File: config.mk
export PLATFORM = sky130hd
export DESIGN_NAME = regfile
export DESIGN_NICKNAME = d
export VERILOG_FILES = /design/src/rtl/regfile_pkg.sv /design/src/rtl/regfile_hilo_reg.sv /design/src/rtl/regfile.sv
export SDC_FILE = /design/constraint.sdc
export NUM_CORES = 2
export LEC_CHECK = 0
export CELL_PAD_IN_SITES_DETAIL_PLACEMENT = 1
export CELL_PAD_IN_SITES_GLOBAL_PLACEMENT = 1
export CORE_MARGIN = 5
export CORE_UTILIZATION = 45
export CTS_CLUSTER_DIAMETER = 40
export DETAILED_ROUTE_END_ITERATION = 8
export GPL_TIMING_DRIVEN = 0
export PLACE_DENSITY_LB_ADDON = 0.1
export SYNTH_ARGS = -nofsm -noshare
export SYNTH_HDL_FRONTEND = slang
export SYNTH_HIERARCHICAL = 1
export SYNTH_SLANG_ARGS = --single-unit
File: constraint.sdc
create_clock -name clk -period 4.2 [get_ports clk]
set_input_delay 0.63 -clock clk [delete_from_list [all_inputs] [get_ports clk]]
set_output_delay 0.63 -clock clk [all_outputs]
set_load 0.01 [all_outputs]
File: src/rtl/regfile_pkg.sv
// regfile_pkg: shared constants and the read-port source selector for regfile.
//
// Contents:
//   RstEnable / RstDisable   - levels of the active-low reset
//   WriteEnable, ReadEnable  - asserted levels of the write/read enables
//   rd_src_e                 - where a read port takes its value from
//   read_src()               - priority resolution for one read port
//
// Configuration: REGFILE_BYPASS_EN (used by regfile.sv) enables same-cycle
// write-to-read forwarding.
package regfile_pkg;

  localparam logic RstEnable   = 1'b0;
  localparam logic RstDisable  = 1'b1;
  localparam logic WriteEnable = 1'b1;
  localparam logic ReadEnable  = 1'b1;

  typedef enum logic [1:0] {
    SRC_ZERO = 2'd0,
    SRC_FWD  = 2'd1,
    SRC_GPR  = 2'd2
  } rd_src_e;

  // Reset dominates, then the port enable, then r0, then forwarding.
  function automatic rd_src_e read_src(input logic rst_lvl,
                                       input logic re,
                                       input logic addr_zero,
                                       input logic hit);
    if (rst_lvl == RstEnable)  return SRC_ZERO;
    if (re != ReadEnable)      return SRC_ZERO;
    if (addr_zero)             return SRC_ZERO;
    if (hit)                   return SRC_FWD;
    return SRC_GPR;
  endfunction

endpackage

File: src/rtl/regfile_hilo_reg.sv
// hilo_reg: HI/LO register pair written together from the write-back stage.
//
// Ports:
//   clk    in  rising-edge clock
//   rst    in  synchronous active-low reset, clears HI and LO
//   we     in  HI/LO write enable (wb_whilo)
//   hi_i   in  HI write data
//   lo_i   in  LO write data
//   hi_o   out stored HI
//   lo_o   out stored LO
module hilo_reg
  import regfile_pkg::*;
#(
  parameter int DATA_W = 32
) (
  input  logic              clk,
  input  logic              rst,
  input  logic              we,
  input  logic [DATA_W-1:0] hi_i,
  input  logic [DATA_W-1:0] lo_i,
  output logic [DATA_W-1:0] hi_o,
  output logic [DATA_W-1:0] lo_o
);

  // HI and LO always move as a pair; reset beats a coincident write.
  always_ff @(posedge clk) begin
    if (rst == RstEnable) begin
      hi_o <= '0;
      lo_o <= '0;
    end else if (we == WriteEnable) begin
      hi_o <= hi_i;
      lo_o <= lo_i;
    end
  end

endmodule

File: src/rtl/regfile.sv
// regfile: 32x32 general-purpose register file plus HI/LO pair, written by
// the MEM/WB bundle and read combinationally by decode.
//
// Ports:
//   clk            in  rising-edge clock
//   rst            in  synchronous active-low reset (clears GPRs, HI, LO;
//                      forces both read ports to 0 while low)
//   we/waddr/wdata in  GPR write port (writes to r0 are dropped)
//   re1/raddr1     in  read port 1 enable/address;  rdata1 out
//   re2/raddr2     in  read port 2 enable/address;  rdata2 out
//   whilo          in  HI/LO write enable
//   hi_i/lo_i      in  HI/LO write data
//   hi_o/lo_o      out stored HI/LO (never forwarded)
//
// Configuration: define REGFILE_BYPASS_EN to return wdata on a read port in
// the same cycle a matching write is presented. Undefined, reads see stored
// contents only and a write becomes visible one cycle later.
module regfile
  import regfile_pkg::*;
#(
  parameter int DATA_W  = 32,
  parameter int ADDR_W  = 5,
  parameter int REG_NUM = 32
) (
  input  logic              clk,
  input  logic              rst,
  input  logic              we,
  input  logic [ADDR_W-1:0] waddr,
  input  logic [DATA_W-1:0] wdata,
  input  logic              re1,
  input  logic [ADDR_W-1:0] raddr1,
  output logic [DATA_W-1:0] rdata1,
  input  logic              re2,
  input  logic [ADDR_W-1:0] raddr2,
  output logic [DATA_W-1:0] rdata2,
  input  logic              whilo,
  input  logic [DATA_W-1:0] hi_i,
  input  logic [DATA_W-1:0] lo_i,
  output logic [DATA_W-1:0] hi_o,
  output logic [DATA_W-1:0] lo_o
);

  logic [DATA_W-1:0] gpr [REG_NUM];
  logic              hit1;
  logic              hit2;
  rd_src_e           src1;
  rd_src_e           src2;

  // Reset clears every entry and wins over a coincident write.
  always_ff @(posedge clk) begin
    if (rst == RstEnable) begin
      for (int i = 0; i < REG_NUM; i++) begin
        gpr[i] <= '0;
      end
    end else if ((we == WriteEnable) && (waddr != '0)) begin
      gpr[waddr] <= wdata;
    end
  end

`ifdef REGFILE_BYPASS_EN
  // r0 and reset are excluded later by read_src priority.
  assign hit1 = (we == WriteEnable) && (waddr == raddr1);
  assign hit2 = (we == WriteEnable) && (waddr == raddr2);
`else
  assign hit1 = 1'b0;
  assign hit2 = 1'b0;
`endif

  assign src1 = read_src(rst, re1, (raddr1 == '0), hit1);
  assign src2 = read_src(rst, re2, (raddr2 == '0), hit2);

  always_comb begin
    rdata1 = '0;
    unique case (src1)
      SRC_FWD: rdata1 = wdata;
      SRC_GPR: rdata1 = gpr[raddr1];
      default: rdata1 = '0;
    endcase
  end

  always_comb begin
    rdata2 = '0;
    unique case (src2)
      SRC_FWD: rdata2 = wdata;
      SRC_GPR: rdata2 = gpr[raddr2];
      default: rdata2 = '0;
    endcase
  end

  hilo_reg #(
    .DATA_W (DATA_W)
  ) u_hilo (
    .clk  (clk),
    .rst  (rst),
    .we   (whilo),
    .hi_i (hi_i),
    .lo_i (lo_i),
    .hi_o (hi_o),
    .lo_o (lo_o)
  );

endmodule

==> impl_metrics.toml <==
[setup_path]
worstPathRequired_ns = 3.57
slowest_stage = "clkdlybuf4s50_1"
path_max_fanout = 10
crit_path_end_kind = "output pin"
critPathKind = "in -> out"
slowest_delay_ns = 0.63
cp.arrival_ns = 3.67
crit_path_start_kind = "input port"
reg2reg_depth = 2
path_cells = "dlygate4sd2_1, buf_4, and2_4, clkbuf_2, a22o_1, a211oi_4, nor3_2, clkdlybuf4s50_1"

[cells_and_area]
most-common-layout-cells = "edfxtp_1, and2_1, mux4_2, mux2i_1, clkbuf_1"
drive_above_1_share_pct = 24.8
area_delta_synth_final_pct = 22.6
layout.nets = 4305
ff_latch_area_um2 = 32000
fillers = 11700
multi_input_area_um2 = 23800
layout_commonest_cell = "edfxtp_1"

[sta]
period_minus_slack_ns = 4.30
slew_viol_final = 0
post-route-period-util_pct = 102
max_slew_margin_pct = 10.4
tightest_slew_ns = 1.34
hold_ws_ns = 0.259
fin_worst_skew_ns = 0
hold_violations = 0
fin_ws_ns = -0.0963
max_freq_mhz = 233
setup_violations = 23
rsz0062_at_grt = "true"

[die]
dieArea_um2 = 133000
die_h_um = 365
rows = 130
fp.coreArea_um2 = 125000
boundaryPins = 245
start_util_pct = 45.2
die_w_um = 365

[pwr]
power_leakage_nw = 24.5
p_per_area_nw_per_um2 = 452
vdd_drop_max_uv = 432
p_total_mw = 31.4

[routing]
vias = 38400
avgRoutedWirePerCell_um = 37.7
drt_iter0_drc = 5104
final_antenna_net_count = 0
drtPass1Iterations = 5
drc = 0
drt-total-wl_mm = 226
vias_per_cell = 6.41

[grt]
antenna_found_initial = 13
grt_first_pass_wirelength_mm = 309
grt_max_degree = 23
grt_pass1_vias = 39400
overflow = 0
grtUsageTotal_pct = 33.8

[place]
dp_hpwl_mm = 165
place.gp.congestion = 0.949
io_buffers = 237

[synthesis]
ys_async_sr_fraction_pct = 0
synth-seq-cells = 1088
synth.lib_cells_used.distinct = 42
synth.cell_area_um2 = 56600
synth_warnings = 6
synth_flop_cell = "edfxtp_1"
synth-edff-count = 1024
avgSynthCellArea_um2 = 15.3
ys_seq_area_share_pct = 56.6
syn-instance-count = 3703

[clock_tree]
cts_tree = "built"
root_buffer = "clkbuf_16"
cts.sinks = 1088
cts_buffer_depth = 3
htree_levels = 4
numCtsBuffers = 174
clkTransAtPathRegs_ns = 0.06
clk_latency_ns = 0.77

[min_path]
hold_depth = 3
hold_path_class = "in -> reg"

[job]
cap_violations = 0

[run_status]
status = "finished with violations"
violations = "negative setup slack"
per-stage QoR:
| step | util, % | instance area (um^2) | setup slack [ns] | instances | setup TNS (ns) |
|---|---|---|---|---|---|
| global placement | 48.8 | 61100 | -4.74 | 5621 | -4025.53 |
| global route | 55.4 | 69400 | -0.0454 | 5984 | -0.0597 |
| detailed placement | 49.8 | 62400 | -2.11 | 5661 | -173.50 |
| CTS | 55.3 | 69200 | 0.00237 | 5984 | 0 |
| finish | 55.4 | 69400 | -0.0963 | 5988 | -0.743 |
| floorplan | - | 56700 | 0.162 | 3734 | 0 |
Yosys cell counts, types with 3 or more instances:
cell       instances  share of area, %
or3_1              3             0.033
or3b_2             4             0.062
buf_6             15              0.30
nor2_1            36              0.24
a22o_1            62              0.96
a211oi_1          31              0.41
buf_2             51              0.45
and2_1           993                11
nand2_1            6             0.040
dfxtp_1           64               2.3
o21ai_0           31              0.27
mux4_2           448                18
o221ai_1          63              0.98
nor2b_1           67              0.74
buf_4             11              0.15
a2111oi_0         18              0.28
o22a_1            32              0.50
clkbuf_1         298               2.0
nor3_1            32              0.28
buf_8              6              0.16
mux2i_1          320               5.7
buf_1             20              0.13
edfxtp_1        1024                54
nand3b_1           5             0.066
a2111oi_2         11              0.29
o22ai_1           31              0.34
worst paths after layout:
kind / end / slack (ns) / start
min: u_hilo/hi_o[31] / 0.26 / whilo
max reg2reg: u_hilo/lo_o[22] / 3.56 / u_hilo/lo_o[22]
min reg2reg: u_hilo/lo_o[9] / 0.51 / u_hilo/lo_o[9]
max: rdata2[21] / -0.1 / raddr2[1]
kinds of logic after synthesis:
logic type,synth area share (%)
other,0.00663
muxes,23.5
buffers and inverters,3.18
AOI/OAI and AO/OA,4.13
DFF,56.6
and+or+nand+nor,12.6
critical path, delay by kind of cell:
family,cells,cell delay (ns)
buffers and inverters,4,1.82
and+or+nand+nor,2,0.79
AOI/OAI and AO/OA,2,0.42
state kept, by name, summed over array words and instances, names as in the netlist:
signal / cells
gpr: 1024
u_hilo/hi_o: 32
u_hilo/lo_o: 32
final cells by class:
cell class              instances  share of cell area, %
inverters                       1                0.00541
multi-input cells            2243                   34.4
well taps                    1650                   2.98
diodes                          4                 0.0144
flip-flops and latches       1088                   46.2
clock inverters               128                   2.10
clock buffers                 194                   6.52
repair buffers                281                   4.78
plain buffers                 399                   3.09
layer usage:
metal / routed length, um / GRT usage [%] / vias to the layer above / part of all wire, %
met3: 22000 / 7.13 / 508 / 9.7
met1: 86400 / 44.9 / 20200 / 38
met2: 104000 / 52.9 / 2304 / 46
li1: - / - / 15300 / -
met4: 13200 / 17.3 / 6 / 5.9
met5: 42 / 0 / - / 0.019
what timing repair did:
item                                    4_1_cts  5_1_grt
gates cloned                                  0        0
pin swaps                                     7        3
buffers inserted                              4        0
endpoints found under the setup margin       64       43
hold buffers                                  0        0
gates resized for setup                     274       49
power by group:
group / leakage [nW] / internal [mW] / switching, mW
Combinational: 11.4 / 1.51 / 2.15
Clock: 2.86 / 9.35 / 5.55
Sequential: 10.3 / 12.5 / 0.317
Total: 24.5 / 23.3 / 8.02
(Power assumes the default switching activity.)
